File: src/rtl/loader_pkg.sv
// loader_pkg: shared types and constants for the serial program loader
package loader_pkg;
    localparam int CNT_W = 9;
    localparam logic [7:0] DEFAULT_SYNC_BYTE = 8'hA5;
    typedef enum logic [2:0] {S_IDLE, S_COUNT, S_HI, S_LO, S_CSUM, S_RUN, S_ERROR} loader_state_t;
    typedef enum logic [2:0] {RX_IDLE, RX_START, RX_DATA, RX_STOP, RX_BREAK} rx_state_t;
endpackage

File: src/rtl/uart_rx.sv
// uart_rx: 8N1 receiver with input synchronizer, glitch rejection and break handling
module uart_rx import loader_pkg::*; #(
    parameter int CLKS_PER_BIT = 868
) (
    input  logic       clk,
    input  logic       rst_n,
    input  logic       rx,
    output logic [7:0] data,
    output logic       byte_valid,
    output logic       frame_err
);
    localparam int CW = $clog2(CLKS_PER_BIT);
    localparam logic [CW-1:0] FULL = CW'(CLKS_PER_BIT - 1);
    localparam logic [CW-1:0] HALF = CW'(CLKS_PER_BIT / 2 - 1);
    logic [1:0] sync_q;
    rx_state_t st_q, st_d;
    logic [CW-1:0] cnt_q, cnt_d;
    logic [2:0] bit_q, bit_d;
    logic [7:0] shift_q, shift_d;
    logic valid_q, valid_d, ferr_q, ferr_d;
    logic rx_s;
    assign rx_s = sync_q[1];
    assign data = shift_q;
    assign byte_valid = valid_q;
    assign frame_err = ferr_q;
    // synchronizer and receiver state; sync resets to idle-high so reset never looks like a start bit
    always_ff @(posedge clk or negedge rst_n) begin
        if (!rst_n) begin
            sync_q  <= 2'b11;
            st_q    <= RX_IDLE;
            cnt_q   <= '0;
            bit_q   <= '0;
            shift_q <= '0;
            valid_q <= 1'b0;
            ferr_q  <= 1'b0;
        end else begin
            sync_q  <= {sync_q[0], rx};
            st_q    <= st_d;
            cnt_q   <= cnt_d;
            bit_q   <= bit_d;
            shift_q <= shift_d;
            valid_q <= valid_d;
            ferr_q  <= ferr_d;
        end
    end
    // bit timing: start checked at half bit, data and stop one full bit apart; break waits for line high
    always_comb begin
        st_d    = st_q;
        cnt_d   = cnt_q + 1'b1;
        bit_d   = bit_q;
        shift_d = shift_q;
        valid_d = 1'b0;
        ferr_d  = 1'b0;
        case (st_q)
            RX_IDLE: begin
                cnt_d = '0;
                if (!rx_s) st_d = RX_START;
            end
            RX_START: if (cnt_q == HALF) begin
                cnt_d = '0;
                bit_d = '0;
                st_d  = rx_s ? RX_IDLE : RX_DATA;
            end
            RX_DATA: if (cnt_q == FULL) begin
                cnt_d   = '0;
                shift_d = {rx_s, shift_q[7:1]};
                bit_d   = bit_q + 3'd1;
                if (bit_q == 3'd7) st_d = RX_STOP;
            end
            RX_STOP: if (cnt_q == FULL) begin
                cnt_d   = '0;
                valid_d = rx_s;
                ferr_d  = !rx_s;
                st_d    = rx_s ? RX_IDLE : RX_BREAK;
            end
            RX_BREAK: begin
                cnt_d = '0;
                if (rx_s) st_d = RX_IDLE;
            end
            default: st_d = RX_IDLE;
        endcase
    end
endmodule

File: src/rtl/prog_loader.sv
// prog_loader: UART frame parser that writes program memory and gates the CPU on a valid checksum
module prog_loader import loader_pkg::*; #(
    parameter int         CLKS_PER_BIT = 868,
    parameter logic [7:0] SYNC_BYTE    = DEFAULT_SYNC_BYTE
) (
    input  logic        clk,
    input  logic        rst_n,
    input  logic        rx,
    output logic        wr_en,
    output logic [7:0]  wr_addr,
    output logic [15:0] wr_data,
    output logic        cpu_run,
    output logic        busy,
    output logic        err
);
    logic [7:0] data;
    logic byte_valid, frame_err;
    loader_state_t state_q, state_d;
    logic [CNT_W-1:0] cnt_q, cnt_d, addr_q, addr_d;
    logic [7:0] sum_q, sum_d, hi_q, hi_d, sum_nx, wr_addr_q, wr_addr_d;
    logic [15:0] wr_data_q, wr_data_d;
    logic wr_en_q, wr_en_d, run_q, run_d, busy_q, busy_d, err_q, err_d;
    uart_rx #(.CLKS_PER_BIT(CLKS_PER_BIT)) u_rx (
        .clk       (clk),
        .rst_n     (rst_n),
        .rx        (rx),
        .data      (data),
        .byte_valid(byte_valid),
        .frame_err (frame_err)
    );
    assign sum_nx  = sum_q + data;
    assign wr_en   = wr_en_q;
    assign wr_addr = wr_addr_q;
    assign wr_data = wr_data_q;
    assign cpu_run = run_q;
    assign busy    = busy_q;
    assign err     = err_q;
    // framing state, counters and registered outputs
    always_ff @(posedge clk or negedge rst_n) begin
        if (!rst_n) begin
            state_q   <= S_IDLE;
            cnt_q     <= '0;
            addr_q    <= '0;
            sum_q     <= '0;
            hi_q      <= '0;
            wr_en_q   <= 1'b0;
            wr_addr_q <= '0;
            wr_data_q <= '0;
            run_q     <= 1'b0;
            busy_q    <= 1'b0;
            err_q     <= 1'b0;
        end else begin
            state_q   <= state_d;
            cnt_q     <= cnt_d;
            addr_q    <= addr_d;
            sum_q     <= sum_d;
            hi_q      <= hi_d;
            wr_en_q   <= wr_en_d;
            wr_addr_q <= wr_addr_d;
            wr_data_q <= wr_data_d;
            run_q     <= run_d;
            busy_q    <= busy_d;
            err_q     <= err_d;
        end
    end
    // frame parsing; a sync byte only restarts outside a frame, inside it is ordinary data
    always_comb begin
        state_d   = state_q;
        cnt_d     = cnt_q;
        addr_d    = addr_q;
        sum_d     = sum_q;
        hi_d      = hi_q;
        wr_en_d   = 1'b0;
        wr_addr_d = wr_addr_q;
        wr_data_d = wr_data_q;
        run_d     = run_q;
        busy_d    = busy_q;
        err_d     = err_q;
        if (frame_err && state_q inside {S_COUNT, S_HI, S_LO, S_CSUM}) begin
            state_d = S_ERROR;
            run_d   = 1'b0;
            busy_d  = 1'b0;
            err_d   = 1'b1;
        end else if (byte_valid) begin
            case (state_q)
                S_COUNT: begin
                    cnt_d   = (data == 8'h00) ? 9'd256 : {1'b0, data};
                    sum_d   = sum_nx;
                    state_d = S_HI;
                end
                S_HI: begin
                    hi_d    = data;
                    sum_d   = sum_nx;
                    state_d = S_LO;
                end
                S_LO: begin
                    wr_en_d   = 1'b1;
                    wr_addr_d = addr_q[7:0];
                    wr_data_d = {hi_q, data};
                    sum_d     = sum_nx;
                    addr_d    = addr_q + 9'd1;
                    state_d   = (addr_q + 9'd1 == cnt_q) ? S_CSUM : S_HI;
                end
                S_CSUM: begin
                    busy_d  = 1'b0;
                    run_d   = (sum_nx == 8'h00);
                    err_d   = (sum_nx != 8'h00);
                    state_d = (sum_nx == 8'h00) ? S_RUN : S_ERROR;
                end
                default: if (data == SYNC_BYTE) begin
                    state_d = S_COUNT;
                    run_d   = 1'b0;
                    err_d   = 1'b0;
                    busy_d  = 1'b1;
                    addr_d  = '0;
                    sum_d   = '0;
                end
            endcase
        end
    end
endmodule
File: config.mk
export PLATFORM = sky130hd
export DESIGN_NAME = prog_loader
export DESIGN_NICKNAME = d
export VERILOG_FILES = /design/src/rtl/loader_pkg.sv /design/src/rtl/uart_rx.sv /design/src/rtl/prog_loader.sv
export SDC_FILE = /design/constraint.sdc
export NUM_CORES = 1
export LEC_CHECK = 0
export ABC_CLOCK_PERIOD_IN_PS = 2100
export BUFFER_PORTS_ARGS = -buffer_cell sky130_fd_sc_hd__buf_2
export CORE_ASPECT_RATIO = 0.5
export CORE_MARGIN = 8
export CORE_UTILIZATION = 45
export DETAILED_ROUTE_END_ITERATION = 10
export HOLD_SLACK_MARGIN = 0.02
export PLACE_DENSITY = 0.71
export SETUP_SLACK_MARGIN = 0.5
export SLEW_MARGIN = 20
export SYNTH_ARGS = -nofsm -noshare
export SYNTH_HDL_FRONTEND = slang
export SYNTH_SLANG_ARGS = --single-unit
File: constraint.sdc
create_clock -name clk -period 2.1 [get_ports clk]
set_input_delay 0.63 -clock clk [delete_from_list [all_inputs] [get_ports clk]]
set_output_delay 0.63 -clock clk [all_outputs]
set_load 0.005 [all_outputs]
# Word-level counts from Yosys, hierarchy flattened
# Cells that the tools add are included.
[classes]
add_sub_neg = 4
eq_ne = 20
muxes = 44
bitwise_logic = 3
reduce_logical = 27
[op_table]
columns = ["cell", "n"]
rows = [
  ["2-to-1 mux 3 bit", 13],
  ["one-hot mux 10 bit (3 select lines)", 1],
  ["2-to-1 mux 10 bit", 2],
  ["2-to-1 mux 9 bit", 2],
  ["one-hot mux 9 bit (2 select lines)", 1],
  ["logical NOT 8 bit", 2],
  ["one-hot mux 8 bit (2 select lines)", 1],
  ["2-to-1 mux 1 bit", 15],
  ["one-hot mux 3 bit (5 select lines)", 1],
  ["AND reduction 3 bit", 5],
  ["equality test 3 x 2 -> 1 bit (second input constant)", 4],
  ["!= test 2 x 1 -> 1 bit (second input constant)", 6],
  ["one-hot mux 3 bit (4 select lines)", 1],
  ["adder 10 x 1 -> 10 bit (second input constant)", 1],
  ["equality test 10 bit (second input constant)", 1],
  ["equality test 10 x 9 -> 1 bit (second input constant)", 1],
  ["adder 9 x 1 -> 9 bit (second input constant)", 1],
  ["equality test 3 bit (second input constant)", 3],
  ["equality test 9 bit", 1],
  ["adder 8 bit", 1],
  ["equality test 8 bit (second input constant)", 1],
  ["2-to-1 mux 8 bit", 1],
  ["AND reduction 4 bit", 2],
  ["nonzero test 2 bit", 4],
  ["other kinds (18)", 27],
]
[totals]
regBits = 93
inputBits = 3
elab_cells = 116

# Depth between registers and ports, before layout
# Gate-level depths: netlist of the first run.
[logic_depth]
depth_word = 6
depth_mapped = 9
ltp_nobuf = 9

# Modules after synthesis
# From an unflattened synthesis of the first run, not the netlist that was laid out.
[hier_totals]
cells_unflattened = 451
area_unflattened_um2 = 4613.2
[by_module_without_submodules]
columns = ["mod", "instances", "cells_each", "area_each_um2", "seq_area_each_um2"]
rows = [
  ["prog_loader", 1, 345, 3290.7, 1626.6],
  ["uart_rx", 1, 106, 1322.5, 703.2],
]

# Worst setup path after synthesis of the first run
# Ideal clock, no wire load.
[synth_timing]
path_type = "reg-to-reg"
from = "reg u_rx.shift_q[5] (netlist: u_rx.data[5])"
to = "reg err_q (netlist: err)"
arrival_time_ns = 2.175
required_ns = 1.974
setup_slack_ns = -0.201
stages_incl_launch_ff = 9
path_buffers = 0
period_less_slack_ns = 2.301
path_cell_list = "dfrtp_1 > ha_1 > inv_1 > nor2_1 > a221o_1 > a211o_1 > o311ai_2 > nand2_1 > o32a_1"
[synth_via]
elab_chain_len = 5
word_cells_on_any_way = 8
[synth_rtl]
columns = ["element", "line_no", "source"]
rows = [
  ["from (decl)", "uart_rx.sv:19", "logic [7:0] shift_q, shift_d;"],
  ["from (signal assigned)", "uart_rx.sv:41", "shift_q <= shift_d;"],
  ["adder 8 bit", "prog_loader.sv:31", "assign sum_nx = sum_q + data;"],
  ["nonzero test 8 bit", "prog_loader.sv:107", "err_d = (sum_nx != 8'h00);"],
  ["one-hot mux 1 bit (2 select lines)", "prog_loader.sv:85", "case (state_q)"],
  ["2-to-1 mux 1 bit", "prog_loader.sv:84", "end else if (byte_valid) begin"],
  ["2-to-1 mux 1 bit", "prog_loader.sv:79", "if (frame_err && state_q inside {S_COUNT, S_HI, S_LO, S_CSUM}) begin"],
  ["to (signal assigned)", "prog_loader.sv:63", "err_q <= err_d;"],
  ["to (decl)", "prog_loader.sv:22", "logic wr_en_q, wr_en_d, run_q, run_d, busy_q, busy_d, err_q, err_d;"],
]
# Several ways; a longest one is shown, not always the timed one. The select of a mux whose other input is x is not followed.
# A chain may end at the register's enable or synchronous reset.

# Worst setup path in the final report of the first run
[layout_timing]
from = "reg sum_q[1]"
to = "reg err_q (netlist: err)"
[layout_via]
elab_chain_len = 5
[layout_rtl]
columns = ["element", "line_no", "source"]
rows = [
  ["from (decl)", "prog_loader.sv:20", "logic [7:0] sum_q, sum_d, hi_q, hi_d, sum_nx, wr_addr_q, wr_addr_d;"],
  ["from (signal assigned)", "prog_loader.sv:56", "sum_q <= sum_d;"],
  ["adder 8 bit", "prog_loader.sv:31", ""],
  ["nonzero test 8 bit", "prog_loader.sv:107", ""],
  ["one-hot mux 1 bit (2 select lines)", "prog_loader.sv:85", ""],
  ["2-to-1 mux 1 bit", "prog_loader.sv:84", ""],
  ["2-to-1 mux 1 bit", "prog_loader.sv:79", ""],
]
# Every way passes these cells. The select of a mux whose other input is x is not followed.

==> reports/metrics.cfg, run 1 <==
[worst_setup_path]
crit_fanout=2
r2r-end=err
crit_buf_inv=1
r2r-start=sum_q[1]
crit_type=reg -> reg
r2r_cells=8
slowest_stage=dfrtp_1
cp_cell_sequence=buf_6 -> fa_2 -> xnor2_2 -> nand2_1 -> nand4b_1 -> o311ai_2 -> nand2_1 -> o32a_1
path_depth=8
critPathArrivalTime_ns=2.58
critical_path.max_stage_delay_ns=0.43
start_kind=flop
r2r_setup_slack_ns=-0.25
end_kind=flop
critPathRequiredTime_ns=2.33
worstSetupEndpoint=err
cp-startpoint=sum_q[1]
cpMostUsedCell=nand2_1
critical-path-top-delay-family=compound AO/OA/AOI/OAI gates

[yosys]
synthCells=477
synth_xor_area_share_pct=5.26
synthMuxAreaShare_pct=6.96
synth-seq-cells=93
synth_compound_area_share_pct=10.4
synth_fa_ha_area_share_pct=3.65
synth_top_flop_cell=dfrtp_1
synth_top_area_cell=dfrtp_1
yosysSeqAreaShare_pct=50.0
synthSimpleGateAreaFrac_pct=20.7
yosys-top-cells-count=107 x nand2_1, 91 x dfrtp_1, 43 x nor2_1
syn-cell-area_um2=4660
synth_top_family_by_area=simple AND/OR/NAND/NOR gates
synth_top_area_share_pct=48.9
yosysUniqueCellTypes=60
synth_area_leaders=dfrtp_1 49%, nand2_1 8.6%, mux2_2 6.5%
synth_warnings=0
synthMostInstantiatedCell=nand2_1
synth_edf_count=0
async_flop_share_pct=100
avgSynthCellArea_um2=9.77
syn_nets=493

[global_route]
overflow=0
grt_max_degree=35
antenna_found_initial=0
grt_first_pass_wirelength_um=19300
grt_pass1_vias=3946
grtUsageTotal_pct=16.9

[cts]
cts_buffers=9
cts_tree=yes
h-tree-depth=3
cts_hold_buf=0
cts-root-buf=clkbuf_16
cts_num_sinks=93
path_clk_slew_ns=0.08
clk_latency_ns=0.35
clockBufferDepth=2

[floorplanning]
dieWidth_um=160
rows=26
start_util_pct=45.9
die_h_um=87.9
die_area_um2=14100
num_io_pins=31
core_region_area_um2=10100

[cells_and_area]
nets=590
area_delta_synth_final_pct=37.4
nFillCells=798
fin_cells=719
antennaDiodeCount=0
drive_gt1_share_pct=40.4
post-route-cell-area_um2=6400

[pwr]
vdd_drop_max_uv=362
leakagePower_nw=3.05
power_density_nw_per_um2=547
finalPower_mw=3.50

[routing]
vias=3853
drcViolationCount=0
post_drt_wl_per_cell_um=16.4
viasPerCell=5.36
drt_iter0_drc=230
first_pass_iters=4
postRouteAntennaNets=0
routed_wl_um=11800

[placed_design]
gp_congestion=0.905
dp_cells=675
place_area_um2=5360
dp_hpwl_um=7320
place_ws_ns=-0.261
io_buffers=30

[sta]
worst_pin_slew_ns=0.607
hold_viol=0
setup_slack_ns=-0.251
fmax_mhz=425
fin_crit_sh_pct=112
fin_worst_skew_ns=0.0135
post-route-min-period_ns=2.35
timing.hold.ws_ns=0.194
setup_viol=20
rsz0062_at_grt=true
relSlewSlack_pct=59.3
drv_slew=0

[status]
outcome=finished with violations
violations=negative setup slack

[flow_run]
maxCapViolCount=0

[min_path]
hold_path.class=in -> async

==> cell type report <==
type	count	area (um^2)	share of cell area, %
repair buffers	104	846	13.2
well taps	140	175	2.74
clock buffers	9	225	3.52
multi-input cells	352	2680	41.9
clock inverters	7	83.8	1.31
inverters	14	57.6	0.899
flip-flops and latches	93	2330	36.5
==> worst min-delay path by stage <==
stage	slack, ns	start	cells after the start	to
2_1_floorplan	0.33	rst_n	0	addr_q[0]
3_3_place_gp	0.35	u_rx.sync_q[0]	0	u_rx.sync_q[1]
3_5_place_dp	0.35	u_rx.sync_q[0]	0	u_rx.sync_q[1]
4_1_cts	0.20	rst_n	1	u_rx.cnt_q[4]
5_1_grt	0.22	rst_n	1	u_rx.cnt_q[4]
6_report	0.19	rst_n	1	u_rx.cnt_q[4]
==> registers in the layout (all words and copies together), names as in the netlist, 8 cells and up <==
name	flops
sum_q	8
addr_q	9
wr_addr	8
u_rx.cnt_q	10
hi_q	8
cnt_q	9
u_rx.data	8
wr_data	16
==> cell usage in the layout, fill, tap and decap left out, types with 3 or more instances in the layout <==
cell,n
a21oi_1,12
a21oi_2,6
and3_1,8
buf_12,4
buf_2,29
buf_4,55
buf_6,13
clkbuf_16,11
dfrtp_1,87
dfrtp_2,4
ha_2,3
ha_4,7
inv_1,12
inv_8,3
mux2_2,19
mux2_4,8
nand2_1,99
nand2_2,7
nand3_1,5
nand3b_1,3
nand4_1,7
nor2_1,27
nor2_2,5
nor2_4,12
nor2b_1,3
o21ai_0,4
o21ai_1,13
o21ai_2,7
o31ai_1,8
xnor2_1,19
xor2_1,7
==> metrics by stage <==
step                utilization, %  setup TNS (ns)
floorplan                        -          -0.219
global placement              52.8           -1.66
detailed placement            52.8           -1.95
CTS                           60.0          -0.916
global route                  63.1           -3.13
finish                        63.1           -1.52
==> report_power, final <==
group / internal (mW) / switching (mW)
clock: 0.855 / 0.804
sequential: 1.79 / 0.00220
combinational: 0.0109 / 0.0369
total: 2.66 / 0.843
==> repair_timing <==
item                                    CTS  global route
endpoints found under the setup margin   53            90
resized for setup                        73            50
gates cloned                              3             2
buffers inserted                         16             7
pin swaps                                27            25
==> cells by family after synthesis <==
kind of cell	Yosys count
buffers and inverters	34
adder cells (fa/ha/maj)	13
XOR/XNOR	28
flip-flops	93
AND/OR/NAND/NOR	205
multiplexers	29
AO/OA/AOI/OAI	75
==> per-layer routing <==
metal / global-route usage (%) / vias up / wire [um]
met3: 4.50 / 13 / 544
li1: - / 1847 / -
met2: 29.1 / 90 / 5720
met1: 20.9 / 1903 / 5360
met4: 5.05 / 0 / 145
met5: 0 / - / 0
==> worst register-to-register path, delay by kind of cell, from the launching register on <==
family | cells | cell delay [ns]
DFF | 1 | 0.43
buffers and inverters | 1 | 0.15
and+or+nand+nor | 3 | 0.45
adders and majority gates | 1 | 0.43
xor gates and xnor gates | 1 | 0.20
AOI/OAI and AO/OA | 2 | 0.59
(Power assumes the default switching activity.)
==> run 2: changes to the inputs <==
--- a/config.mk
+++ b/config.mk
@@ -12,9 +12,8 @@
 export CORE_UTILIZATION = 45
 export DETAILED_ROUTE_END_ITERATION = 10
 export HOLD_SLACK_MARGIN = 0.02
-export PLACE_DENSITY = 0.71
 export SETUP_SLACK_MARGIN = 0.5
-export SLEW_MARGIN = 20
+export SLEW_MARGIN = 5
 export SYNTH_ARGS = -nofsm -noshare
 export SYNTH_HDL_FRONTEND = slang
 export SYNTH_SLANG_ARGS = --single-unit
==> constraint.sdc (replaced) <==
create_clock -name clk -period 2.1 [get_ports clk]
set_input_delay 0.63 -clock clk [delete_from_list [all_inputs] [get_ports clk]]
set_output_delay 0.63 -clock clk [all_outputs]
set_load 0.05 [all_outputs]
==> run 2 against run 1 <==
Fmax increased by 2.0%. Power decreased by 0.65%. The flow still finishes with violations (negative setup slack). Non-clock buffer count increased by 1. First-iteration DRC count decreased by 16%. Critical path type unchanged. Hold slack got worse by 0.088 ns. Clock-buffer cell count unchanged. Cell area increased by 1.6%. Utilization increased by 1.0 points.
==> reports/metrics.cfg, run 2 (synthesis results as in run 1) <==
[status]
outcome=finished with violations
violations=negative setup slack

[worst_setup_path]
r2r_cells=9
crit_fanout=3
end_kind=flop
crit_buf_inv=1
critPathArrivalTime_ns=2.53
critical_path.max_stage_delay_ns=0.41
r2r-end=err
critical-path-top-delay-family=compound AO/OA/AOI/OAI gates
critPathRequiredTime_ns=2.33
crit_type=reg -> reg
r2r-start=sum_q[2]
r2r_setup_slack_ns=-0.21
start_kind=flop
slowest_stage=dfrtp_1
cp_cell_sequence=ha_1 -> buf_4 -> nand3_2 -> a21oi_2 -> nor4_1 -> a211o_1 -> o311ai_4 -> nand2_2 -> o32a_1

[cells_and_area]
post-route-cell-area_um2=6500
drive_gt1_share_pct=41.9
layout_commonest_cell=nand2_1
largest_reg_flops=16
post-route-util_pct=64.1
antennaDiodeCount=0
nets=591
fin_cells=720
nFillCells=815
layout_common_cells=96 x nand2_1, 87 x dfrtp_1, 77 x buf_4, 28 x nor2_1
area_delta_synth_final_pct=39.6

[routing]
drcViolationCount=0
vias=3799
postRouteAntennaNets=0
routed_wl_um=11500
viasPerCell=5.28
post_drt_wl_per_cell_um=16.0
first_pass_iters=4
drt_iter0_drc=193

[floorplanning]
die_h_um=87.9
rows=26
num_io_pins=31
die_area_um2=14100
core_region_area_um2=10100
start_util_pct=45.9
dieWidth_um=160

[global_route]
overflow=0
grt_pass1_vias=3764
grt_first_pass_wirelength_um=19200
antenna_found_initial=0
grt_max_degree=48
grtUsageTotal_pct=16.8

[cts]
cts_buffers=9
cts_num_sinks=93
cts_hold_buf=0
path_clk_slew_ns=0.07
clockBufferDepth=2
cts_tree=yes
clk_latency_ns=0.35
cts-root-buf=clkbuf_16
h-tree-depth=3

[pwr]
power_density_nw_per_um2=535
leakagePower_nw=3.10
finalPower_mw=3.48
vdd_drop_max_uv=356

[min_path]
hold_path.class=in -> async

[sta]
rsz0062_at_grt=true
fin_crit_sh_pct=110
setup_tns_ns=-1.49
setup_slack_ns=-0.206
post-route-min-period_ns=2.31
relSlewSlack_pct=57.1
drv_slew=0
timing.hold.ws_ns=0.107
fin_worst_skew_ns=0.00833
hold_viol=0
setup_viol=20
worst_pin_slew_ns=0.639
fmax_mhz=434

[placed_design]
io_buffers=30
gp_congestion=0.818
dp_hpwl_um=7410
place_ws_ns=-0.214
dp_cells=679
place_area_um2=5380

[flow_run]
maxCapViolCount=0

==> run 2: what timing repair did <==
action	in CTS	in global routing
resized for setup	94	73
endpoints found under the setup margin	89	103
setup buffers	10	11
pin swaps	29	24
cloned	2	2
==> run 2: power breakdown <==
part	total (mW)	leakage [nW]	internal, mW	switching (mW)
Sequential	1.80	1.27	1.79	0.00222
Combinational	0.0454	1.68	0.00859	0.0368
Clock	1.64	0.149	0.848	0.791
Total	3.48	3.10	2.65	0.830
==> run 2: worst max-delay path by stage <==
stage	start	endpoint	slack [ns]	depth (start not counted)
floorplan	u_rx.data[0]	err	-0.1	9
global route	u_rx.data[0]	err	-0.32	9
finish	sum_q[2]	err	-0.21	9
CTS	sum_q[1]	err	-0.16	9
detailed placement	u_rx.data[1]	err	-0.21	8
global placement	u_rx.data[1]	err	-0.18	8
==> run 2: layer usage <==
metal	up-vias	track usage, %	wire (um)
li1	1859	-	-
met1	1875	21.9	5470
met2	52	27.6	5480
met3	13	4.13	409
met4	0	4.97	144
met5	-	0	0
==> run 2: area by class of cell <==
type	count	area (um^2)	area share (%)
Tap cell	140	175	2.69
Clock inverter	7	76.3	1.17
Sequential cell	93	2330	35.9
Timing Repair Buffer	105	927	14.3
Clock buffer	9	225	3.46
Multi-Input combinational cell	352	2710	41.7
Inverter	14	52.6	0.808
